[src/rtl/bcd_sseg_scan4_if.sv]
// Display-side bundle of the 4-digit BCD seven-segment scanner.
// The master drives enable, BCD word and decimal points. The slave (the scanner) drives the display lines.
interface bcd_sseg_scan4_if;
    logic        en;
    logic [15:0] bcd;
    logic [3:0]  dp_in;
    logic [3:0]  an_n;
    logic [6:0]  seg_n;
    logic        dp_n;
    logic        frame;

    modport master (output en, bcd, dp_in, input an_n, seg_n, dp_n, frame);
    modport slave  (input en, bcd, dp_in, output an_n, seg_n, dp_n, frame);
endinterface

[src/rtl/bcd_sseg_scan4.sv]
// 4-digit common-anode 7-segment scanner with a once-per-frame BCD snapshot.
// Optional leading-zero blanking is enabled with `define BCD_SSEG_LZ_BLANK_EN.
module bcd_sseg_scan4 #(
    parameter int SCAN_DIV = 4
) (
    input  logic              clk_i,
    input  logic              reset_ni,
    bcd_sseg_scan4_if.slave   bus
);
    localparam int CW = (SCAN_DIV > 1) ? $clog2(SCAN_DIV) : 1;
    localparam logic [CW-1:0] CNT_MAX = CW'(SCAN_DIV - 1);

    logic [CW-1:0] cnt_q, cnt_d;
    logic [1:0]    idx_q, idx_d;
    logic [15:0]   shadow_bcd_q, shadow_bcd_d;
    logic [3:0]    shadow_dp_q, shadow_dp_d;
    logic          frame_q, frame_d;
    logic          tick, boundary;

    assign tick     = bus.en && (cnt_q == CNT_MAX);
    assign boundary = tick && (idx_q == 2'd3);

    always_comb begin
        cnt_d        = cnt_q;
        idx_d        = idx_q;
        shadow_bcd_d = shadow_bcd_q;
        shadow_dp_d  = shadow_dp_q;
        frame_d      = 1'b0;
        if (bus.en) begin
            cnt_d = tick ? '0 : cnt_q + 1'b1;
            if (tick) idx_d = idx_q + 2'd1;
            if (boundary) begin
                shadow_bcd_d = bus.bcd;
                shadow_dp_d  = bus.dp_in;
                frame_d      = 1'b1;
            end
        end
    end

    always_ff @(posedge clk_i or negedge reset_ni) begin
        if (!reset_ni) begin
            cnt_q        <= '0;
            idx_q        <= 2'd0;
            shadow_bcd_q <= 16'h0000;
            shadow_dp_q  <= 4'h0;
            frame_q      <= 1'b0;
        end else begin
            cnt_q        <= cnt_d;
            idx_q        <= idx_d;
            shadow_bcd_q <= shadow_bcd_d;
            shadow_dp_q  <= shadow_dp_d;
            frame_q      <= frame_d;
        end
    end

    // Segment order {g,f,e,d,c,b,a}, active-low. Non-BCD nibbles show a dash.
    function automatic logic [6:0] seg_decode(input logic [3:0] d);
        case (d)
            4'd0:    seg_decode = 7'b1000000;
            4'd1:    seg_decode = 7'b1111001;
            4'd2:    seg_decode = 7'b0100100;
            4'd3:    seg_decode = 7'b0110000;
            4'd4:    seg_decode = 7'b0011001;
            4'd5:    seg_decode = 7'b0010010;
            4'd6:    seg_decode = 7'b0000010;
            4'd7:    seg_decode = 7'b1111000;
            4'd8:    seg_decode = 7'b0000000;
            4'd9:    seg_decode = 7'b0010000;
            default: seg_decode = 7'b0111111;
        endcase
    endfunction

    logic [3:0] digit;
    logic       blank;
    assign digit = shadow_bcd_q[4*idx_q +: 4];

`ifdef BCD_SSEG_LZ_BLANK_EN
    // A digit is blank only while it and every more-significant digit are zero. Digit 0 is never blanked.
    logic [3:0] lz;
    assign lz[3] = (shadow_bcd_q[15:12] == 4'd0);
    assign lz[2] = lz[3] && (shadow_bcd_q[11:8] == 4'd0);
    assign lz[1] = lz[2] && (shadow_bcd_q[7:4] == 4'd0);
    assign lz[0] = 1'b0;
    assign blank = lz[idx_q];
`else
    assign blank = 1'b0;
`endif

    logic [3:0] an_n;
    logic [6:0] seg_n;
    logic       dp_n;

    always_comb begin
        an_n  = 4'b1111;
        seg_n = 7'b1111111;
        dp_n  = 1'b1;
        if (bus.en) begin
            an_n  = ~(4'b0001 << idx_q);
            seg_n = blank ? 7'b1111111 : seg_decode(digit);
            dp_n  = ~shadow_dp_q[idx_q];
        end
    end

    assign bus.an_n  = an_n;
    assign bus.seg_n = seg_n;
    assign bus.dp_n  = dp_n;
    assign bus.frame = frame_q && bus.en;
endmodule

[src/flat_wrapper.sv]
// flat-port wrapper written by rule: the top's interface ports become plain ports
module bcd_sseg_scan4_flat 
#(
    parameter int SCAN_DIV = 4
)
  (clk_i, reset_ni, bus_en, bus_bcd, bus_dp_in, bus_an_n, bus_seg_n, bus_dp_n, bus_frame);
  bcd_sseg_scan4_if bus_i ();
  input  logic clk_i;
  input  logic reset_ni;
  input wire logic [$bits(bus_i.en)-1:0] bus_en;
  input wire logic [$bits(bus_i.bcd)-1:0] bus_bcd;
  input wire logic [$bits(bus_i.dp_in)-1:0] bus_dp_in;
  output wire logic [$bits(bus_i.an_n)-1:0] bus_an_n;
  output wire logic [$bits(bus_i.seg_n)-1:0] bus_seg_n;
  output wire logic [$bits(bus_i.dp_n)-1:0] bus_dp_n;
  output wire logic [$bits(bus_i.frame)-1:0] bus_frame;
  assign bus_i.en = bus_en;
  assign bus_i.bcd = bus_bcd;
  assign bus_i.dp_in = bus_dp_in;
  assign bus_an_n = bus_i.an_n;
  assign bus_seg_n = bus_i.seg_n;
  assign bus_dp_n = bus_i.dp_n;
  assign bus_frame = bus_i.frame;
  bcd_sseg_scan4 #(.SCAN_DIV(SCAN_DIV)) u_core (.clk_i(clk_i), .reset_ni(reset_ni), .bus(bus_i));
endmodule
[config.mk]
export PLATFORM = sky130hd
export DESIGN_NAME = bcd_sseg_scan4_flat
export DESIGN_NICKNAME = d
export VERILOG_FILES = /design/src/rtl/bcd_sseg_scan4_if.sv /design/src/rtl/bcd_sseg_scan4.sv /design/src/flat_wrapper.sv
export SDC_FILE = /design/constraint.sdc
export NUM_CORES = 1
export LEC_CHECK = 0
export ABC_AREA = 1
export ABC_CLOCK_PERIOD_IN_PS = 2100
export CORE_AREA = 2 2 68 70
export CTS_BUF_LIST = sky130_fd_sc_hd__clkbuf_4 sky130_fd_sc_hd__clkbuf_8
export CTS_CLUSTER_SIZE = 25
export DETAILED_ROUTE_END_ITERATION = 10
export DIE_AREA = 0 0 70 72
export GPL_TIMING_DRIVEN = 1
export HOLD_SLACK_MARGIN = 0.08
export MAX_ROUTING_LAYER = met4
export PLACE_DENSITY = 0.58
export SETUP_SLACK_MARGIN = 0.5
export SLEW_MARGIN = 40
export SYNTH_ARGS = -nofsm -noshare
export SYNTH_HDL_FRONTEND = slang
export SYNTH_SLANG_ARGS = --single-unit
export TNS_END_PERCENT = 100
[constraint.sdc]
create_clock -name clk_i -period 2.1 [get_ports clk_i]
set_input_delay 0.42 -clock clk_i [delete_from_list [all_inputs] [get_ports clk_i]]
set_output_delay 0.42 -clock clk_i [all_outputs]
set_load 0.005 [all_outputs]
==> flow_summary_export.csv, run 1 <==
group,metric,value,unit
outcome,status,"complete, but fails checks",
outcome,violations,"negative setup slack",
routing,routed_wl,4370,um
sta,setup_slack,-0.118,ns
clock_network,tritoncts,"done",
global_routing,grt_max_degree,26,
final_layout,finalNonFillerCells,323,
pwr,powerDensity,1640,nW/um^2
critical_path,end_kind,"primary output",
placed_design,dp_hpwl,2290,um
pwr,p_leak,1.26,nW
critical_path,required,1.68,ns
critical_path,arrival,1.80,ns
sta,fmax,451,MHz
floorplan,io_pins,36,
clock_network,cts_num_sinks,25,
routing,ant_nets,0,
synthesis,yosysMostFrequentCell,"nand2_1",
synthesis,synth_top_area_share,0.427,
critical_path,startpoint,"u_core.idx_q[0]",
critical_path,crit_type,"flop to primary output",
sta,setup-tns-final,-0.505,ns
critical_path,endpoint,"bus_seg_n[3]",
sta,final_max_slew_viol_count,0,
synthesis,ys_top_cells_by_count,"nand2_1 (91), dfrtp_1 (25), nand3_1 (20)",
critical_path,cp-start-kind,"flop",
routing,drt-pass1-iter-count,4,
synthesis,ys_ff_latch,25,
critical_path,reg2regPathDepth,9,
clock_network,cts_root_buffer,"clkbuf_8",
synthesis,yosysSeqAreaShare,0.427,
final_layout,nFillCells,361,
critical_path,reg2reg_from,"u_core.idx_q[1]",
clock_network,clk_latency,0.27,ns
critical_path,r2r_slack,0.40,ns
final_layout,finalNetCount,306,
global_routing,antenna_found_initial,0,
floorplan,initial_core_util,0.343,
routing,vias,1477,
sta,slew_headroom,0.783,
global_routing,grt_pass1_vias,1534,
placed_design,place_congestion,0.755,
sta,hold_slack,0.484,ns
sta,finalCritPeriodShare,1.06,
job,drv_cap,0,
synthesis,synth_ff_type,"dfrtp_1",
clock_network,cts_buffers,3,
global_routing,overflow,0,
routing,via_per_inst,4.57,
final_layout,n_antenna_cell,0,
synthesis,yosysTopAreaCell,"dfrtp_1",
sta,clock_skew,0.00709,ns
placed_design,dp_slack,-0.141,ns
clock_network,htreeDepth,1,
synthesis,syn-num-nets,224,
synthesis,synth_edf_count,0,
floorplan,fp-row-count,24,
synthesis,yosys-top-cells-area,"dfrtp_1 (43%), nand2_1 (23%), ha_1 (9.4%), nand3_1 (6.8%), nand2_2 (2.6%)",
floorplan,fp.dieArea,5040,sq um
clock_network,cts_max_path_buffers,2,
routing,drc,0,
synthesis,syn-cell-area,1460,sq um
clock_network,cts.reportedPaths.clkPinSlew,0.09,ns
sta,rsz0062_at_grt,"yes",
pwr,peakVddDrop,0.736,mV
sta,worst_pin_slew,0.326,ns
synthesis,postSynth.asyncResetShare,1.00,
placed_design,dpl.cell_count,284,
synthesis,yosysUniqueCellTypes,22,
synthesis,yosys_warnings,0,
floorplan,core,4260,sq um
floorplan,die_h,72,um
synthesis,syn-mean-instance-area,7.70,sq um
final_layout,drive_gt1_frac,0.483,
global_routing,grtUsageTotal,0.177,
sta,setup_viol,6,
critical_path,cp_max_fo,7,
placed_design,numPortBuffers,35,
routing,first_iter_violations,45,
sta,finalHoldViolCount,0,
routing,routedWlPerCell,13.5,um
sta,finalCriticalPeriod,2.22,ns
pwr,power,4.26,mW
floorplan,fp.dieW,70,um
hold_path,hp-class,"flop to flop",
global_routing,grt_first_pass_wirelength,6940,um
final_layout,areaGrowthSynthToFinish,77.3,%
synthesis,synth_cells,190,
critical_path,r2r-end,"u_core.shadow_bcd_q[3]",
## kinds of logic (layout without fill, tap and decap cells)
| logic type | Yosys count | count (layout) | synth area share |
|---|---|---|---|
| AND/OR/NAND/NOR | 126 | 126 | 0.383 |
| flip-flops | 25 | 25 | 0.427 |
| buffers and inverters | 20 | 101 | 0.0650 |
| adder cells (fa/ha/maj) | 11 | 11 | 0.0940 |
| AO/OA/AOI/OAI | 7 | 7 | 0.0248 |
| XOR/XNOR | 1 | 1 | 0.00598 |
## worst max-delay path: stages (launching register included)
cell and delay (ns):
dfrtp_2 0.45, inv_4 0.12, nand2_2 0.07, nand3_2 0.09, nand2_4 0.08, buf_6 0.13
ha_4 0.25, nand3_2 0.07, nand3_2 0.07, nand3_1 0.06, buf_2 0.12
## how the worst min path moves through the flow
stage                       startpoint                 endpoint  depth (start not counted)
3_5_place_dp     u_core.shadow_dp_q[0]    u_core.shadow_dp_q[0]                          2
3_3_place_gp     u_core.shadow_dp_q[2]    u_core.shadow_dp_q[2]                          2
6_report       u_core.shadow_bcd_q[15]  u_core.shadow_bcd_q[15]                          2
4_1_cts        u_core.shadow_bcd_q[15]  u_core.shadow_bcd_q[15]                          2
2_1_floorplan                 reset_ni          u_core.cnt_q[0]                          0
5_1_grt                         bus_en          u_core.cnt_q[0]                          3
## layout by cell type, fill, tap and decap left out, types with 4 or more instances in the layout
cell | Yosys | final
clkinvlp_4 | 0 | 4
nand3_2 | 1 | 13
nand3_1 | 20 | 8
ha_4 | 0 | 6
nand2_1 | 91 | 75
buf_6 | 1 | 20
ha_2 | 0 | 4
buf_2 | 4 | 11
nand2_2 | 6 | 15
inv_1 | 8 | 4
clkdlybuf4s50_1 | 0 | 21
buf_4 | 1 | 23
dfrtp_1 | 25 | 23
nand2_4 | 1 | 8
## stage by stage
stage / util / instance area, sq um
finish: 0.609 / 2590
global route: 0.609 / 2590
CTS: 0.572 / 2440
detailed placement: 0.462 / 1970
global placement: 0.462 / 1970
floorplan: - / 1500
## flip-flops by register name, summed over array words and instances, names as in the netlist
| signal | flops |
|---|---|
| u_core.frame_q | 1 |
| u_core.idx_q | 2 |
| u_core.shadow_bcd_q | 16 |
| u_core.cnt_q | 2 |
| u_core.shadow_dp_q | 4 |
## layout make-up
class                      count  area [sq um]  share of cell area
clock buffer                   3          41.3              0.0159
clock inverter                 1          5.00             0.00193
inverter                      12          61.3              0.0236
multi-input combinational    145           993               0.383
sequential                    25           628               0.242
tap                           52          65.1              0.0251
timing repair buffer          82           778               0.300
timing repair inverter         3          22.5             0.00868
## what timing repair did
action / CTS / global route
hold buffers: 0 / 0
gates resized for setup: 123 / 22
setup buffers: 23 / 8
endpoints found under the setup margin: 33 / 32
cloned: 3 / 1
pin swaps: 29 / 23
## metal layers
metal / vias up / GRT usage / share of wire
li1: 752 / - / -
met1: 685 / 0.198 / 0.42
met2: 31 / 0.319 / 0.53
met3: 9 / 0.0250 / 0.031
met4: 0 / 0.0769 / 0.024
met5: - / - / 0
## power by group
group / internal [mW] / leakage, nW / total [mW] / switching, mW
Combinational: 1.59 / 0.929 / 3.09 / 1.50
Clock: 0.133 / 0.0255 / 0.291 / 0.158
Sequential: 0.700 / 0.310 / 0.882 / 0.182
Total: 2.42 / 1.26 / 4.26 / 1.84
Note: power is estimated with default switching activity, not from simulation.
==> run 2: changes to the inputs <==
ABC_CLOCK_PERIOD_IN_PS = 2400   (was 2100)
CTS_CLUSTER_SIZE = 8   (was 25)
SETUP_SLACK_MARGIN = default   (was 0.5)
clock period = 2.4 ns   (was 2.1 ns; I/O delays follow)
==> run 2 against run 1 <==
Compared with the run above: the run now ends clean; clock skew is 0.0060 ns lower; cell count down 9.9%; routed wire length is 27% lower; largest cell class unchanged; largest power group unchanged.
==> flow_summary_export.csv, run 2 (synthesis gave the netlist of run 1 again) <==
group,metric,value,unit
final_layout,areaGrowthSynthToFinish,40.5,%
global_routing,grtUsageTotal,0.138,
global_routing,overflow,0,
pwr,p_sw_frac,0.429,
routing,vias,1272,
routing,drc,0,
final_layout,nFillCells,447,
sta,setup-tns-final,0,ns
floorplan,die_h,72,um
pwr,p_switching,1.14,mW
clock_network,htreeDepth,1,
critical_path,r2r-end,"u_core.shadow_bcd_q[0]",
global_routing,grt_max_degree,26,
final_layout,largestRegisters,"u_core.shadow_bcd_q (16), u_core.shadow_dp_q (4)",
critical_path,arrival,1.86,ns
floorplan,fp.dieArea,5040,sq um
final_layout,n_antenna_cell,0,
outcome,status,"finished, final reports clean",
critical_path,r2r_slack,0.74,ns
floorplan,io_pins,36,
critical_path,cp-start-kind,"flop",
job,drv_cap,0,
sta,finalCriticalPeriod,2.34,ns
floorplan,core,4260,sq um
sta,rsz0062_at_grt,"yes",
sta,final_max_slew_viol_count,0,
routing,drt-pass1-iter-count,4,
final_layout,finalNetCount,274,
floorplan,initial_core_util,0.343,
routing,ant_nets,0,
final_layout,drive_gt1_frac,0.226,
final_layout,largest_reg_flops,16,
pwr,p_clk_frac,0.095,
sta,slew_headroom,0.616,
clock_network,tritoncts,"done",
clock_network,cts_max_path_buffers,2,
routing,first_iter_violations,79,
sta,clock_skew,0.00107,ns
pwr,power_frac_comb,0.620,
routing,via_per_inst,4.37,
sta,finalCritPeriodShare,0.975,
sta,setup_viol,0,
placed_design,numPortBuffers,35,
sta,hold_slack,0.473,ns
clock_network,cts_num_sinks,25,
hold_path,hp-class,"flop to flop",
hold_path,hold_path_end,"u_core.cnt_q[0]",
routing,routed_wl,3180,um
pwr,peakVddDrop,0.453,mV
pwr,seqPwrFrac,0.285,
critical_path,reg2regPathDepth,7,
clock_network,cts_buffers,3,
final_layout,mostFrequentLayoutCells,"nand2_1 (86), clkdlybuf4s50_1 (28), dfrtp_1 (23), buf_4 (17), nand3_1 (15)",
routing,routedWlPerCell,10.9,um
pwr,powerDensity,1290,nW/um^2
hold_path,holdPathStages,1,
floorplan,fp.dieW,70,um
sta,fmax,428,MHz
final_layout,top_register,"u_core.shadow_bcd_q",
clock_network,cts.reportedPaths.clkPinSlew,0.09,ns
hold_path,hp-start,"u_core.cnt_q[0]",
critical_path,reg2reg_from,"u_core.idx_q[0]",
pwr,p_int,1.52,mW
sta,finalHoldViolCount,0,
clock_network,clk_latency,0.27,ns
global_routing,grt_pass1_vias,1166,
final_layout,final_common_cell,"nand2_1",
critical_path,cp_max_fo,7,
clock_network,cts_root_buffer,"clkbuf_8",
global_routing,antenna_found_initial,0,
sta,worst_pin_slew,0.575,ns
critical_path,end_kind,"primary output",
final_layout,seq_area,628,sq um
floorplan,fp-row-count,24,
placed_design,dp_hpwl,2310,um
pwr,p_leak,1.06,nW
final_layout,multi_input_area,791,sq um
critical_path,crit_type,"flop to primary output",
critical_path,required,1.92,ns
placed_design,place_congestion,0.781,
global_routing,grt_first_pass_wirelength,5440,um
-- run 2: power by group through the flow --
stage | logic (mW) | registers, mW | clock network, mW
6_report | 1.65 | 0.758 | 0.251
5_1_grt | 1.88 | 0.786 | 0.272
4_1_cts | 1.48 | 0.754 | 0.260
3_5_place_dp | 1.43 | 0.756 | 0
3_3_place_gp | 1.42 | 0.754 | 0
2_1_floorplan | 0.954 | 0.710 | 0
-- run 2: metal layers --
| metal | global-route usage | part of all wire |
|---|---|---|
| met4 | 0.0449 | 0.013 |
| met5 | - | 0 |
| met2 | 0.210 | 0.47 |
| met1 | 0.191 | 0.48 |
| met3 | 0.0222 | 0.042 |
-- run 2: worst max-delay path by stage --
stage	cells past startpoint	end	slack [ns]	start
3_3_place_gp	9	bus_seg_n[3]	0.06	u_core.idx_q[0]
6_report	9	bus_seg_n[2]	0.06	u_core.idx_q[1]
2_1_floorplan	9	bus_seg_n[6]	0.56	u_core.idx_q[0]
3_5_place_dp	9	bus_seg_n[3]	0.03	u_core.idx_q[0]
4_1_cts	9	bus_seg_n[4]	-0.12	u_core.idx_q[0]
5_1_grt	12	bus_seg_n[0]	-0.08	u_core.idx_q[0]
-- run 2: layout make-up --
cell class | instances | area share
Clock inverter | 1 | 0.00243
Inverter | 12 | 0.0231
Sequential cell | 25 | 0.305
Clock buffer | 3 | 0.0201
Tap cell | 52 | 0.0316
Timing Repair Buffer | 53 | 0.233
Multi-Input combinational cell | 145 | 0.384
-- run 2: critical path, cell delays in order, from the launching register on --
cell and delay [ns]:
dfrtp_2 0.47, inv_2 0.11, nand3_2 0.08, nand2_2 0.11, inv_2 0.06, buf_4 0.13
ha_1 0.20, nand3_1 0.09, nand3_1 0.07, dlygate4sd2_1 0.26
-- run 2: timing repair --
action	CTS	global route
hold buffers	0	0
endpoints found under the setup margin	7	8
pin swaps	2	6
buffers inserted	4	5
resized for setup	13	20
-- run 2: stage by stage --
| step | power (mW) | std cells | util | cell area [sq um] | setup slack, ns |
|---|---|---|---|---|---|
| final | 2.66 | 291 | 0.482 | 2060 | 0.0612 |
| after detailed placement | 2.18 | 278 | 0.445 | 1900 | 0.0302 |
| after CTS | 2.49 | 286 | 0.465 | 1980 | -0.124 |
| after floorplan | 1.66 | 190 | - | 1460 | 0.564 |
| after global placement | 2.17 | 278 | 0.445 | 1900 | 0.0619 |
| after global routing | 2.94 | 291 | 0.482 | 2060 | -0.0790 |
==> run 3: changes to the inputs <==
CTS_CLUSTER_SIZE = 14   (was 8)
SETUP_SLACK_MARGIN = 0.2   (was default)
==> run 3 against run 2 <==
Compared with the run above: die area stayed put; register-to-register slack worse by 0.02 ns; power is 18% higher; largest power group unchanged; highest routed layer unchanged.
==> flow_summary_export.csv, run 3 (synthesis gave the netlist of run 1 again) <==
group,metric,value,unit
sta,finalHoldViolCount,0,
global_routing,grt_max_degree,26,
sta,finalCriticalPeriod,2.28,ns
final_layout,n_antenna_cell,0,
floorplan,fp.dieArea,5040,sq um
final_layout,multi_input_area,907,sq um
final_layout,largest_reg_flops,16,
placed_design,dpl-instance-area,1900,sq um
final_layout,top_register,"u_core.shadow_bcd_q",
routing,routedWlPerCell,11.5,um
clock_network,cts_buffers,3,
clock_network,cts_num_sinks,25,
critical_path,reg2regPathDepth,7,
routing,vias,1330,
sta,hold_slack,0.473,ns
floorplan,core,4260,sq um
pwr,power,3.14,mW
placed_design,dp_hpwl,2310,um
clock_network,cts_root_buffer,"clkbuf_8",
global_routing,overflow,0,
final_layout,final_cell_area,2240,sq um
critical_path,critical-path-top-delay-family,"flip-flops",
critical_path,end_kind,"primary output",
sta,finalCritPeriodShare,0.952,
global_routing,antenna_found_initial,0,
final_layout,drive_gt1_frac,0.341,
floorplan,fp-row-count,24,
final_layout,final_common_cell,"nand2_1",
sta,final_max_slew_viol_count,0,
critical_path,arrival,1.80,ns
routing,first_iter_violations,87,
clock_network,postCtsHoldBufs,0,
critical_path,critPathMaxStageDelay,0.45,ns
final_layout,utilization,0.524,
hold_path,hold_path_end,"u_core.cnt_q[0]",
final_layout,seq_area,628,sq um
placed_design,dp_slack,0.0302,ns
clock_network,cts.reportedPaths.clkPinSlew,0.09,ns
final_layout,finalNetCount,281,
floorplan,initial_core_util,0.343,
final_layout,largestRegisters,"u_core.shadow_bcd_q (16), u_core.shadow_dp_q (4)",
sta,clock_skew,0.00205,ns
job,drv_cap,0,
routing,drc,0,
critical_path,critical_path.cell_chain,"buf_6 > nand2_2 > nand3_2 > nand2_2 > buf_6 > ha_4 > nand3_4 > nand3_2 > nand3_2 > buf_2",
clock_network,tritoncts,"done",
pwr,peakVddDrop,0.456,mV
sta,rsz0062_at_grt,"yes",
sta,setup-tns-final,0,ns
pwr,p_leak,1.11,nW
final_layout,areaGrowthSynthToFinish,52.7,%
outcome,status,"finished, final reports clean",
hold_path,hp-class,"flop to flop",
floorplan,io_pins,36,
critical_path,cp_max_fo,5,
routing,drt-pass1-iter-count,4,
final_layout,nFillCells,420,
critical_path,cpMaxStageDelayCell,"dfrtp_2",
hold_path,hp-start,"u_core.cnt_q[0]",
final_layout,finalNonFillerCells,298,
final_layout,mostFrequentLayoutCells,"nand2_1 (81), clkdlybuf4s50_1 (24), dfrtp_1 (23), buf_4 (16), nand2_2 (13)",
sta,slew_headroom,0.593,
floorplan,die_h,72,um
placed_design,dpl.cell_count,278,
critical_path,r2r_slack,0.72,ns
global_routing,grt_first_pass_wirelength,5730,um
critical_path,cp-start-kind,"flop",
critical_path,reg2reg_from,"u_core.idx_q[0]",
sta,fmax,438,MHz
pwr,powerDensity,1410,nW/um^2
floorplan,fp.dieW,70,um
placed_design,place_congestion,0.781,
clock_network,htreeDepth,1,
sta,setup_viol,0,
routing,routed_wl,3430,um
critical_path,required,1.92,ns
critical_path,r2r-end,"u_core.shadow_bcd_q[11]",
clock_network,cts_max_path_buffers,2,
clock_network,clk_latency,0.27,ns
critical_path,crit_type,"flop to primary output",
hold_path,holdPathStages,1,
critical_path,worst-path-buf-inv,3,
sta,worst_pin_slew,0.610,ns
routing,via_per_inst,4.46,
sta,setup_slack,0.116,ns
placed_design,numPortBuffers,35,
routing,ant_nets,0,
global_routing,grt_pass1_vias,1264,
global_routing,grtUsageTotal,0.145,
critical_path,path_common_cell,"nand3_2",
-- run 3: power breakdown --
part	internal, mW	switching, mW	total, mW
logic	1.03	1.10	2.14
registers	0.612	0.145	0.757
clock network	0.116	0.134	0.250
-- run 3: worst max path at each step --
stage | cells past startpoint | endpoint | from | slack [ns]
2_1_floorplan | 9 | bus_seg_n[6] | u_core.idx_q[0] | 0.56
3_3_place_gp | 9 | bus_seg_n[3] | u_core.idx_q[0] | 0.06
3_5_place_dp | 9 | bus_seg_n[3] | u_core.idx_q[0] | 0.03
4_1_cts | 10 | bus_seg_n[3] | u_core.idx_q[0] | 0.13
5_1_grt | 10 | bus_seg_n[3] | u_core.idx_q[0] | 0.01
6_report | 10 | bus_seg_n[3] | u_core.idx_q[0] | 0.12
-- run 3: routing by layer --
layer	up-vias	track usage	wire length, um
li1	706	-	-
met1	594	0.192	1600
met2	26	0.232	1680
met3	4	0.0222	122
met4	0	0.0470	33
met5	-	-	0
-- run 3: layout make-up --
type,count,share of cell area
Sequential cell,25,0.281
Inverter,12,0.0235
Clock buffer,3,0.0185
Clock inverter,1,0.00224
Tap cell,52,0.0291
Multi-Input combinational cell,145,0.406
Timing Repair Buffer,60,0.240
-- run 3: what timing repair did --
action,in CTS,in global routing
resized for setup,52,34
buffers inserted,15,1
hold endpoints to repair,0,0
pin swaps,10,15
setup endpoints to repair,13,11
